==> src/rtl/pipe_stage_reg.sv <==
// Parametrised pipeline stage register: valid/ready handshake, flush, stall/flush counters.
// Define PIPE_STAGE_SKID_EN to add a one-entry skid buffer that registers in_ready_o.
module pipe_stage_reg #(
    parameter int unsigned DATA_W = 64,
    parameter int unsigned CTRL_W = 16,
    parameter int unsigned CNT_W  = 16
) (
    input  logic              clk_i,
    input  logic              reset_i,
    input  logic              flush_i,
    input  logic              in_valid_i,
    output logic              in_ready_o,
    input  logic [DATA_W-1:0] in_data_i,
    input  logic [CTRL_W-1:0] in_ctrl_i,
    output logic              out_valid_o,
    input  logic              out_ready_i,
    output logic [DATA_W-1:0] out_data_o,
    output logic [CTRL_W-1:0] out_ctrl_o,
    output logic [CNT_W-1:0]  stall_cnt_o,
    output logic [CNT_W-1:0]  flush_cnt_o
);

    typedef struct packed {
        logic              valid;
        logic [CTRL_W-1:0] ctrl;
        logic [DATA_W-1:0] data;
    } entry_t;

    localparam entry_t EMPTY = '0;

    entry_t           main_q, main_d;
    entry_t           in_entry;
    logic [CNT_W-1:0] stall_cnt_q, stall_cnt_d;
    logic [CNT_W-1:0] flush_cnt_q, flush_cnt_d;
    logic             in_fire;
    logic             out_fire;

    assign in_entry    = {1'b1, in_ctrl_i, in_data_i};
    assign in_fire     = in_valid_i & in_ready_o;
    assign out_fire    = out_valid_o & out_ready_i;

    assign out_valid_o = main_q.valid;
    assign out_data_o  = main_q.data;
    // An empty stage must look like a NOP to whoever consumes out_ctrl_o.
    assign out_ctrl_o  = main_q.valid ? main_q.ctrl : '0;
    assign stall_cnt_o = stall_cnt_q;
    assign flush_cnt_o = flush_cnt_q;

`ifdef PIPE_STAGE_SKID_EN
    entry_t skid_q, skid_d;

    // Ready comes from skid state only; flush always swallows the offered beat.
    assign in_ready_o = ~skid_q.valid | flush_i;

    always_comb begin
        // NOTE: every always_comb output gets a default first so no latch is inferred.
        main_d = main_q;
        skid_d = skid_q;
        if (flush_i) begin
            main_d = EMPTY;
            skid_d = EMPTY;
        end else if (!main_q.valid) begin
            if (in_fire) main_d = in_entry;
        end else if (out_fire) begin
            if (skid_q.valid) begin
                main_d       = skid_q;
                skid_d.valid = 1'b0;
            end else if (in_fire) begin
                main_d = in_entry;
            end else begin
                main_d.valid = 1'b0;
            end
        end else if (in_fire) begin
            skid_d = in_entry;
        end
    end

    always_ff @(posedge clk_i or posedge reset_i) begin
        if (reset_i) skid_q <= EMPTY;
        else         skid_q <= skid_d;
    end
`else
    assign in_ready_o = ~main_q.valid | out_ready_i | flush_i;

    always_comb begin
        // NOTE: every always_comb output gets a default first so no latch is inferred.
        main_d = main_q;
        if (flush_i)       main_d       = EMPTY;
        else if (in_fire)  main_d       = in_entry;
        else if (out_fire) main_d.valid = 1'b0;
    end
`endif

    always_comb begin
        stall_cnt_d = stall_cnt_q;
        flush_cnt_d = flush_cnt_q;
        if (out_valid_o && !out_ready_i && (stall_cnt_q != '1))
            stall_cnt_d = stall_cnt_q + CNT_W'(1);
        if (flush_i && (flush_cnt_q != '1))
            flush_cnt_d = flush_cnt_q + CNT_W'(1);
    end

    // NOTE: sequential state uses non-blocking assignments; data payload is reset too
    // so out_data_o reads 0 after reset rather than X.
    always_ff @(posedge clk_i or posedge reset_i) begin
        if (reset_i) begin
            main_q      <= EMPTY;
            stall_cnt_q <= '0;
            flush_cnt_q <= '0;
        end else begin
            main_q      <= main_d;
            stall_cnt_q <= stall_cnt_d;
            flush_cnt_q <= flush_cnt_d;
        end
    end

endmodule

==> config.mk <==
export PLATFORM = sky130hd
export DESIGN_NAME = pipe_stage_reg
export DESIGN_NICKNAME = d
export VERILOG_FILES = /design/src/rtl/pipe_stage_reg.sv
export SDC_FILE = /design/constraint.sdc
export NUM_CORES = 1
export LEC_CHECK = 0
export CAP_MARGIN = 20
export CORE_MARGIN = 2
export CORE_UTILIZATION = 30
export CTS_CLUSTER_SIZE = 12
export DETAILED_ROUTE_END_ITERATION = 8
export SETUP_SLACK_MARGIN = 0.1
export SLEW_MARGIN = 10
export SYNTH_ARGS = -nofsm -noshare
export SYNTH_HDL_FRONTEND = slang
export SYNTH_SLANG_ARGS = --single-unit
==> constraint.sdc <==
create_clock -name clk_i -period 3.1 [get_ports clk_i]
set_clock_uncertainty 0.1 [all_clocks]
set_input_delay 0.31 -clock clk_i [delete_from_list [all_inputs] [get_ports clk_i]]
set_output_delay 0.31 -clock clk_i [all_outputs]
set_load 0.03 [all_outputs]
==> results of run 1 <==
## routing by layer
| layer | GRT usage | vias up | share of wire | wire [µm] |
|---|---|---|---|---|
| li1 | - | 1703 | - | - |
| met1 | 0.184 | 1770 | 0.44 | 5500 |
| met2 | 0.230 | 140 | 0.48 | 6000 |
| met3 | 0.0448 | 17 | 0.060 | 754 |
| met4 | 0.0657 | 0 | 0.021 | 258 |
| met5 | 0 | - | 0 | 0 |
## power breakdown
group	switching, mW	total, mW	internal [mW]
combinational	0.510	0.942	0.432
sequential	0.141	1.76	1.62
clock	0.654	1.97	1.32
total	1.30	4.67	3.37
## layout by cell type (no fill, tap or decap), types with 4 or more instances in the layout
cell / instances
a22o_1: 80
o21ai_0: 4
nor2_1: 10
nand4_1: 8
clkinvlp_4: 4
clkdlybuf4s50_1: 198
xnor2_1: 5
and3_1: 4
clkbuf_16: 17
xor2_1: 14
a21oi_1: 9
dfrtp_1: 113
nor3_1: 10
clkinv_2: 4
and2_1: 16
nand2_1: 7
nand3_1: 12
## path summary, 6_finish.rpt
path	from	endpoint	cells after the start
max in group asynchronous	reset_i	out_data_o[1]	3
min reg2reg	main_q[72]	main_q[72]	1
min in group clk_i	main_q[72]	main_q[72]	1
max	out_valid_o	in_ready_o	4
min	reset_i	out_data_o[46]	3
max reg2reg	out_valid_o	stall_cnt_o[15]	5
## flip-flops by register name, summed over array words and instances, names as in the netlist
register     flops
flush_cnt_o     16
stall_cnt_o     16
out_valid_o      1
out_data_o      64
main_q          16
## layout make-up
type	count	area, µm²
multi-input cells	211	1600
clock buffers	22	474
flip-flops and latches	113	2830
well taps	220	275
clock inverters	10	133
fillers	1498	9040
inverters	2	11.3
repair buffers	203	2040
## per-stage QoR
stage                      util  hold slack [ps]  setup WS [ps]  area, µm²  power (mW)
after floorplan               -              343           1030       4990        2.33
after global placement    0.412              380            735       6760        2.72
after detailed placement  0.412              386            758       6760        2.73
after CTS                 0.449              371            725       7370        4.75
after global routing      0.449              349            671       7370        4.90
final                     0.449              306            765       7370        4.67
## critical path, delay by kind of cell (launching register included)
kind                   cells  cell delay, ps
buffers and inverters      2             870
DFF                        1             420
and+or+nand+nor            2             220
## cell families (layout without fill, tap and decap cells)
family | count (synthesis) | in the layout | synth area share
adders and majority gates | 2 | 2 | 0.00501
DFF | 113 | 113 | 0.567
buffers and inverters | 86 | 237 | 0.116
AOI/OAI and AO/OA | 101 | 101 | 0.165
xor gates and xnor gates | 19 | 19 | 0.0333
muxes | 5 | 5 | 0.0113
and+or+nand+nor | 84 | 84 | 0.103
==> metrics.md, run 1 <==
| Metric | Value |
|---|---|
| Arrival @ worst endpoint | about 1900 ps |
| Die Ht | 133 µm |
| Fin crit period | ~2300 ps |
| GRT Total Usage | 0.146 |
| Primary FF master, synth | dfrtp_1 |
| Layout Nets | 635 |
| Max Fclk | 0.428 GHz |
| Port Buffers | around 200 |
| HPWL Detailed | 8.46 mm |
| Syn_nets | 497 |
| I/O pin count | 199 |
| Largest area contributor in the netlist | dfrtp_1 |
| Status | finished clean |
| Largest cells by area after synthesis | dfrtp_1 (57%), a22o_1 (14%), buf_4 (9.6%) |
| Seq cells post-synth | roughly 110 |
| Number of max-cap violations | 0 |
| Final TNS setup | 0 ps |
| Synth async-reset ratio | 1.00 |
| Wire per inst | approximately 16 µm |
| Synth top area share | 0.567 |
| CTS Buffer Depth | 2 |
| Clk_lat worst skew | 400 ps |
| Vias in the first global route | between 3,000 and 4,000 |
| Initial antenna violation count | 0 |
| Layout area overhead | 47.7% |
| Chip width | 133 µm |
| CTS Buf Count | 17 |
| Netlist cell types | 37 |
| CP Cell Sequence | buf_4 > nor2b_1 > nand2b_1 > clkdlybuf4s50_1 |
| Reg clk slew, reported paths | 50 ps |
| # resized after CTS | 0 |
| Slew HR | 0.578 |
| Placed insts | 749 |
| Leakage power | around 3.2 nW |
| Post-synth EDFFs | 0 |
| # H-tree levels | 4 |
| Cell Count, Final, Fillers Out | 781 |
| Cell Area, Synth | 4990 µm² |
| Root buffer cell | clkbuf_16 |
| DRT antenna net count | 0 |
| Period utilization | 0.753 |
| Startpoint types | flop |
| First-pass GRT wire length | 20.2 mm |
| DIE AREA | ~18,000 µm² |
| PwrDens | 634 nW/µm² |
| Top-count cell post-synth | dfrtp_1 |
| Cell count after synthesis | 410 |
| Residual DRC | 0 |
| Min-Delay Path Class | in2async |
| CP endpoint kind | primary output |
| GP Congestion | 0.805 |
| Hold buffer count at CTS | 0 |
| Pre-antenna DRT Iters | 4 |
| Max-slew violations | 0 |
| Post-synth top cells | dfrtp_1 (113), a22o_1 (80), buf_4 (64), clkbuf_1 (18), and2_1 (16) |
| CP max stage cell | clkdlybuf4s50_1 |
| Endpoints failing setup | 0 |
| Antenna diodes | 0 |
| CTS tree | done |
| Clock sinks | 113 |
| Via count | 3,630 |
| Core ar. | around 16,000 µm² |
| Total wire length | 12.5 mm |
| Crit-path max FO | 16 |
| Post-Syn Area per Cell | 12.2 µm² |
| R2r setup slk | 900 ps |
| DR iter-0 viols | around 140 |
| Synthesis Warnings | 0 |
| Largest net degree at the start of global routing | 114 |
| Vias/cell | 4.65 |
| Final Hold Viols | 0 |
| WS Path Type | reg2out |
| Starting Density | 0.304 |
| # rows | 47 |
| Share of cells above drive strength 1 | 0.0820 |
| Worst Max-Slew Pin Slew | 633 ps |
| Postcts setup bufs | 0 |
| CP required | 2690 ps |
| GR Overflow Total | 0 |
| Worst path max stage delay | approximately 660 ps |
| VDD IR max | approximately 530 µV |
| RSZ-0062 raised after global routing | no |
| Register area share after synthesis | 0.567 |
Power figures use the tool's default switching activity.
==> run 2, diff against run 1 <==
clock period = 2 ns   (was 3.1 ns; I/O delays follow)
==> metrics.md, run 2 (synthesis gave the netlist of run 1 again) <==
| Metric | Value |
|---|---|
| Wire per inst | 16.0 µm (-0.28%) |
| Clock share of power | 0.397 (-0.026) |
| Multi-input gate area | 1640 µm² (+2.0%) |
| Max Fclk | 0.544 GHz |
| WS Path Type | reg2out |
| Antenna diodes | 0 (unchanged) |
| # fillers | 1,489 (-0.60%) |
| DR iter-0 viols | 139 (-3.5%) |
| Crit path buf inv count | 1 (-1) |
| Via count | 3,724 (+2.6%) |
| Layout Nets | 650 (+2.4%) |
| CTS Buffer Depth | 2 (unchanged) |
| Startpoint types | flop |
| Sequential Area | 2840 µm² (+0.44%) |
| GRT Total Usage | 0.150 (+0.00416) |
| Max reg flops | 64 (unchanged) |
| Vias in the first global route | 3,885 (+2.3%) |
| Leakage power | 3.46 nW (+7.2%) |
| Starting Density | 0.304 (unchanged) |
| Fin crit period | 1840 ps |
| I/O pin count | 199 (unchanged) |
| Most frequent cells in the layout | clkdlybuf4s50_1 (169), dfrtp_1 (103), a22o_1 (80) |
| Arrival @ worst endpoint | 1540 ps (-390 ps) |
| Share of cells above drive strength 1 | 0.136 (+0.0537) |
| # rows | 47 (unchanged) |
| PwrDens | 934 nW/µm² (+47%) |
| Worst Max-Slew Pin Slew | 356 ps (-277 ps) |
| Endpoints failing setup | 0 (unchanged) |
| Crit-path max FO | 5 (-11) |
| GP Congestion | 0.802 (-0.32%) |
| CP Cell Sequence | clkdlybuf4s50_1 |
| Reg clk slew, reported paths | 50 ps (about the same) |
| Number of max-cap violations | 0 (unchanged) |
| RSZ-0062 raised after global routing | no |
| Sw Share | 0.295 (+0.0159) |
| Cell Count, Final, Fillers Out | 795 (+1.8%) |
| # H-tree levels | 4 (unchanged) |
| Clock sinks | 113 (unchanged) |
| CP required | 1700 ps (-990 ps) |
| CP endpoint kind | primary output |
| CTS Buf Count | 17 (unchanged) |
| Min-Delay Path Class | in2async |
| Vias/cell | 4.68 (+0.78%) |
| Slew HR | 0.762 (+0.184) |
| Core ar. | 16,400 µm² (unchanged) |
| HPWL Detailed | 8.67 mm (+2.5%) |
| Initial antenna violation count | 0 (unchanged) |
| First-pass GRT wire length | 21.0 mm (+3.8%) |
| Port Buffers | 198 (unchanged) |
| P_sw | 2.07 mW (+59%) |
| Logic pwr share | 0.212 (+0.010) |
| Sequential share of power | 0.391 (+0.015) |
| Layout area overhead | 50.5% |
| Pre-antenna DRT Iters | 5 (+1) |
| Status | finished clean |
| Total wire length | 12.7 mm (+1.5%) |
| Period utilization | 0.919 |
| DRT antenna net count | 0 (unchanged) |
| Root buffer cell | clkbuf_16 |
| Chip width | 133 µm (unchanged) |
| DIE AREA | 17,700 µm² (unchanged) |
| Max-slew violations | 0 (unchanged) |
| Kind of cell adding the most delay to the critical path | buffers and inverters |
| Worst setup margin | 162 ps (-603 ps) |
| Hold buffer count at CTS | 0 (unchanged) |
| Largest net degree at the start of global routing | 64 (-44%) |
| VDD IR max | 897 µV (+70%) |
| Clk_lat worst skew | 400 ps (about the same) |
| Placement Setup Slack | -11.5 ps (-769 ps) |
| Int Pwr | 4.95 mW (+47%) |
| Residual DRC | 0 (unchanged) |
| Fin Hold WS | 144 ps (-162 ps) |
| Most common cell after layout, fill and taps aside | clkdlybuf4s50_1 |
| Die Ht | 133 µm (unchanged) |
| Final Hold Viols | 0 (unchanged) |
| CTS tree | done |
| GR Overflow Total | 0 (unchanged) |
| CP max stage cell | clkdlybuf4s50_1 |
| Worst path max stage delay | 710 ps (+50 ps) |
| Placed insts | 763 (+1.9%) |
## run 2: path summary, 6_finish.rpt
check                                 from         endpoint  slack [ps]  cells after the start
setup / recovery           stall_cnt_o[13]  stall_cnt_o[13]         160                      1
hold / removal                     reset_i   out_data_o[50]         140                      3
setup reg to reg            stall_cnt_o[4]  stall_cnt_o[15]         180                      4
hold reg to reg             flush_cnt_o[9]   flush_cnt_o[9]         390                      1
max in group asynchronous          reset_i   stall_cnt_o[5]        1310                      3
min in group clk_i           in_data_i[25]   out_data_o[25]         290                      2
## run 2: power groups by stage
stage	Combinational (mW)	Clock, mW	Sequential, mW
finish	1.49	2.79	2.75
global route	1.59	3.01	2.78
CTS	1.50	2.87	2.75
detailed placement	1.52	0	2.78
global placement	1.50	0	2.78
floorplan	0.682	0	2.96
## run 2: metal layers
| metal | up-vias | GRT usage | routed length (µm) |
|---|---|---|---|
| met4 | 0 | 0.0436 | 112 |
| met1 | 1856 | 0.194 | 5700 |
| met3 | 7 | 0.0521 | 784 |
| met2 | 120 | 0.237 | 6110 |
| li1 | 1741 | - | - |
| met5 | - | 0 | 0 |
## run 2: stage by stage
step / setup TNS (ps) / utilization / cell area, µm² / total power [mW]
after floorplan: 0 / - / 5030 / 3.64
after global placement: 0 / 0.424 / 6950 / 4.28
after detailed placement: -11.5 / 0.424 / 6950 / 4.30
after CTS: 0 / 0.456 / 7470 / 7.12
after global routing: 0 / 0.458 / 7510 / 7.38
final: 0 / 0.458 / 7510 / 7.02
## run 2: final cells by class
| class | instances | area share |
|---|---|---|
| tap | 220 | 0.0366 |
| sequential | 113 | 0.378 |
| multi-input combinational | 211 | 0.218 |
| clock inverter | 11 | 0.0120 |
| clock buffer | 20 | 0.0608 |
| inverter | 2 | 0.00150 |
| timing repair buffer | 218 | 0.293 |
## run 2: what timing repair did
item                       in CTS  in global routing
setup endpoints to repair      22                 12
gates resized for setup        23                  9
buffers inserted                0                  1
==> run 3, diff against run 2 <==
PLACE_DENSITY_LB_ADDON = 0.15   (was default)
==> metrics.md, run 3 (synthesis gave the netlist of run 1 again) <==
| Metric | Value |
|---|---|
| I/O pin count | 199 (unchanged) |
| Via count | 3,777 (+1.4%) |
| # H-tree levels | 4 (unchanged) |
| First-pass GRT wire length | 21.6 mm (+2.9%) |
| CP required | 1700 ps (about the same) |
| Port Buffers | 198 (unchanged) |
| DR iter-0 viols | 112 (-19%) |
| Fin crit period | 1830 ps (-9.65 ps) |
| Period utilization | 0.914 (-0.00482) |
| CTS Buf Count | 17 (unchanged) |
| Dpl cell area | 6960 µm² (about the same) |
| Initial antenna violation count | 0 (unchanged) |
| Largest net degree at the start of global routing | 63 (-1.6%) |
| Vias/cell | 4.74 (+1.2%) |
| Wire per inst | 16.6 µm (+3.7%) |
| GP Congestion | 0.824 (+2.8%) |
| Clock sinks | 113 (unchanged) |
| # rows | 47 (unchanged) |
| Vias in the first global route | 4,037 (+3.9%) |
| FF-to-FF path depth | 4 (unchanged) |
| Kind of cell adding the most delay to the critical path | buffers and inverters |
| Worst path max stage delay | 700 ps (about the same) |
| Max reg flops | 64 (unchanged) |
| Fin Hold WS | 57.4 ps (-86.8 ps) |
| Die Ht | 133 µm (unchanged) |
| Share of cells above drive strength 1 | 0.154 (+0.0186) |
| Fin util | 0.462 (+0.00435) |
| VDD IR max | 572 µV (-36%) |
| GRT Total Usage | 0.155 (+0.00574) |
| Slew HR | 0.690 (-0.0720) |
| Total wire length | 13.2 mm (+3.9%) |
| CP Cell Sequence | clkdlybuf4s50_1 |
| R2r endpoint | stall_cnt_o[15] |
| Crit-path max FO | 5 (unchanged) |
| PwrDens | 964 nW/µm² (+3.2%) |
| Design area | 7580 µm² (+0.95%) |
| Tot Pwr | 7.31 mW (+4.2%) |
| Endpoints failing setup | 0 (unchanged) |
| CTS Buffer Depth | 2 (unchanged) |
| Root buffer cell | clkbuf_16 |
| Core ar. | 16,400 µm² (unchanged) |
| Clk_lat worst skew | 410 ps (about the same) |
| Leakage power | 3.49 nW (+0.72%) |
| Status | finished clean |
| Worst Max-Slew Pin Slew | 464 ps (+108 ps) |
| Min-Delay Path Class | in2async |
| Layout Nets | 651 (+0.15%) |
| Crit path buf inv count | 1 (unchanged) |
| Final Hold Viols | 0 (unchanged) |
| Pre-antenna DRT Iters | 4 (-1) |
| Startpoint types | flop |
| Max-slew violations | 0 (unchanged) |
| R2r setup slk | 220 ps (+40 ps) |
| CP max stage cell | clkdlybuf4s50_1 |
| Chip width | 133 µm (unchanged) |
| Most frequent cells in the layout | clkdlybuf4s50_1 (168), dfrtp_1 (103), a22o_1 (80) |
| HPWL Detailed | 9.20 mm (+6.2%) |
| Final TNS setup | 0 ps (unchanged) |
| Layout area overhead | 51.9% |
| Arrival @ worst endpoint | 1530 ps (about the same) |
| Antenna diodes | 0 (unchanged) |
| WS Path Type | reg2out |
| RSZ-0062 raised after global routing | no |
| Reg2reg start | stall_cnt_o[3] |
| CTS tree | done |
| Postcts setup bufs | 0 (unchanged) |
| Most common cell after layout, fill and taps aside | clkdlybuf4s50_1 |
| Number of max-cap violations | 0 (unchanged) |
| DRT antenna net count | 0 (unchanged) |
| CP endpoint kind | primary output |
| Residual DRC | 0 (unchanged) |
| Starting Density | 0.304 (unchanged) |
| Max Fclk | 0.547 GHz (+0.53%) |
| GR Overflow Total | 0 (unchanged) |
| DIE AREA | 17,700 µm² (unchanged) |
| Reg clk slew, reported paths | 60 ps (about the same) |
[run 3: worst max-delay path by stage]
stage / startpoint / end / slack, ps / cells past startpoint
CTS: out_valid_o / out_ctrl_o[11] / 40 / 3
global route: stall_cnt_o[1] / stall_cnt_o[1] / 110 / 1
detailed placement: out_ready_i / stall_cnt_o[15] / 70 / 5
finish: stall_cnt_o[13] / stall_cnt_o[13] / 170 / 1
global placement: out_ready_i / stall_cnt_o[15] / 70 / 5
floorplan: stall_cnt_o[12] / stall_cnt_o[1] / 110 / 4
[run 3: stage by stage]
| stage | setup WS [ps] | std cells |
|---|---|---|
| after global routing | 105 | 797 |
| after detailed placement | 70.1 | 765 |
| after global placement | 67.2 | 765 |
| final | 171 | 797 |
| after floorplan | 107 | 410 |
| after CTS | 42.6 | 797 |
[run 3: cell type report]
type	count	area, µm²
clock buffer	24	512
clock inverter	8	100
fill	1508	8820
inverter	2	11.3
multi-input combinational	211	1630
sequential	113	2840
tap	220	275
timing repair buffer	219	2210
[run 3: timing repair]
item / 4_1_cts / 5_1_grt
resized for setup: 41 / 10
hold buffers: 0 / 0
endpoints found under the setup margin: 21 / 9
[run 3: report_power, final]
part,leakage (nW),switching (mW),internal (mW)
logic,1.70,0.808,0.693
registers,1.49,0.242,2.51
clock network,0.290,1.03,2.03
total,3.49,2.08,5.23
[run 3: per-layer routing]
| layer | share of wire | vias to the layer above | GRT usage |
|---|---|---|---|
| li1 | - | 1741 | - |
| met1 | 0.43 | 1873 | 0.196 |
| met5 | 0 | - | 0 |
| met4 | 0.018 | 0 | 0.0556 |
| met2 | 0.47 | 144 | 0.246 |
| met3 | 0.074 | 19 | 0.0575 |
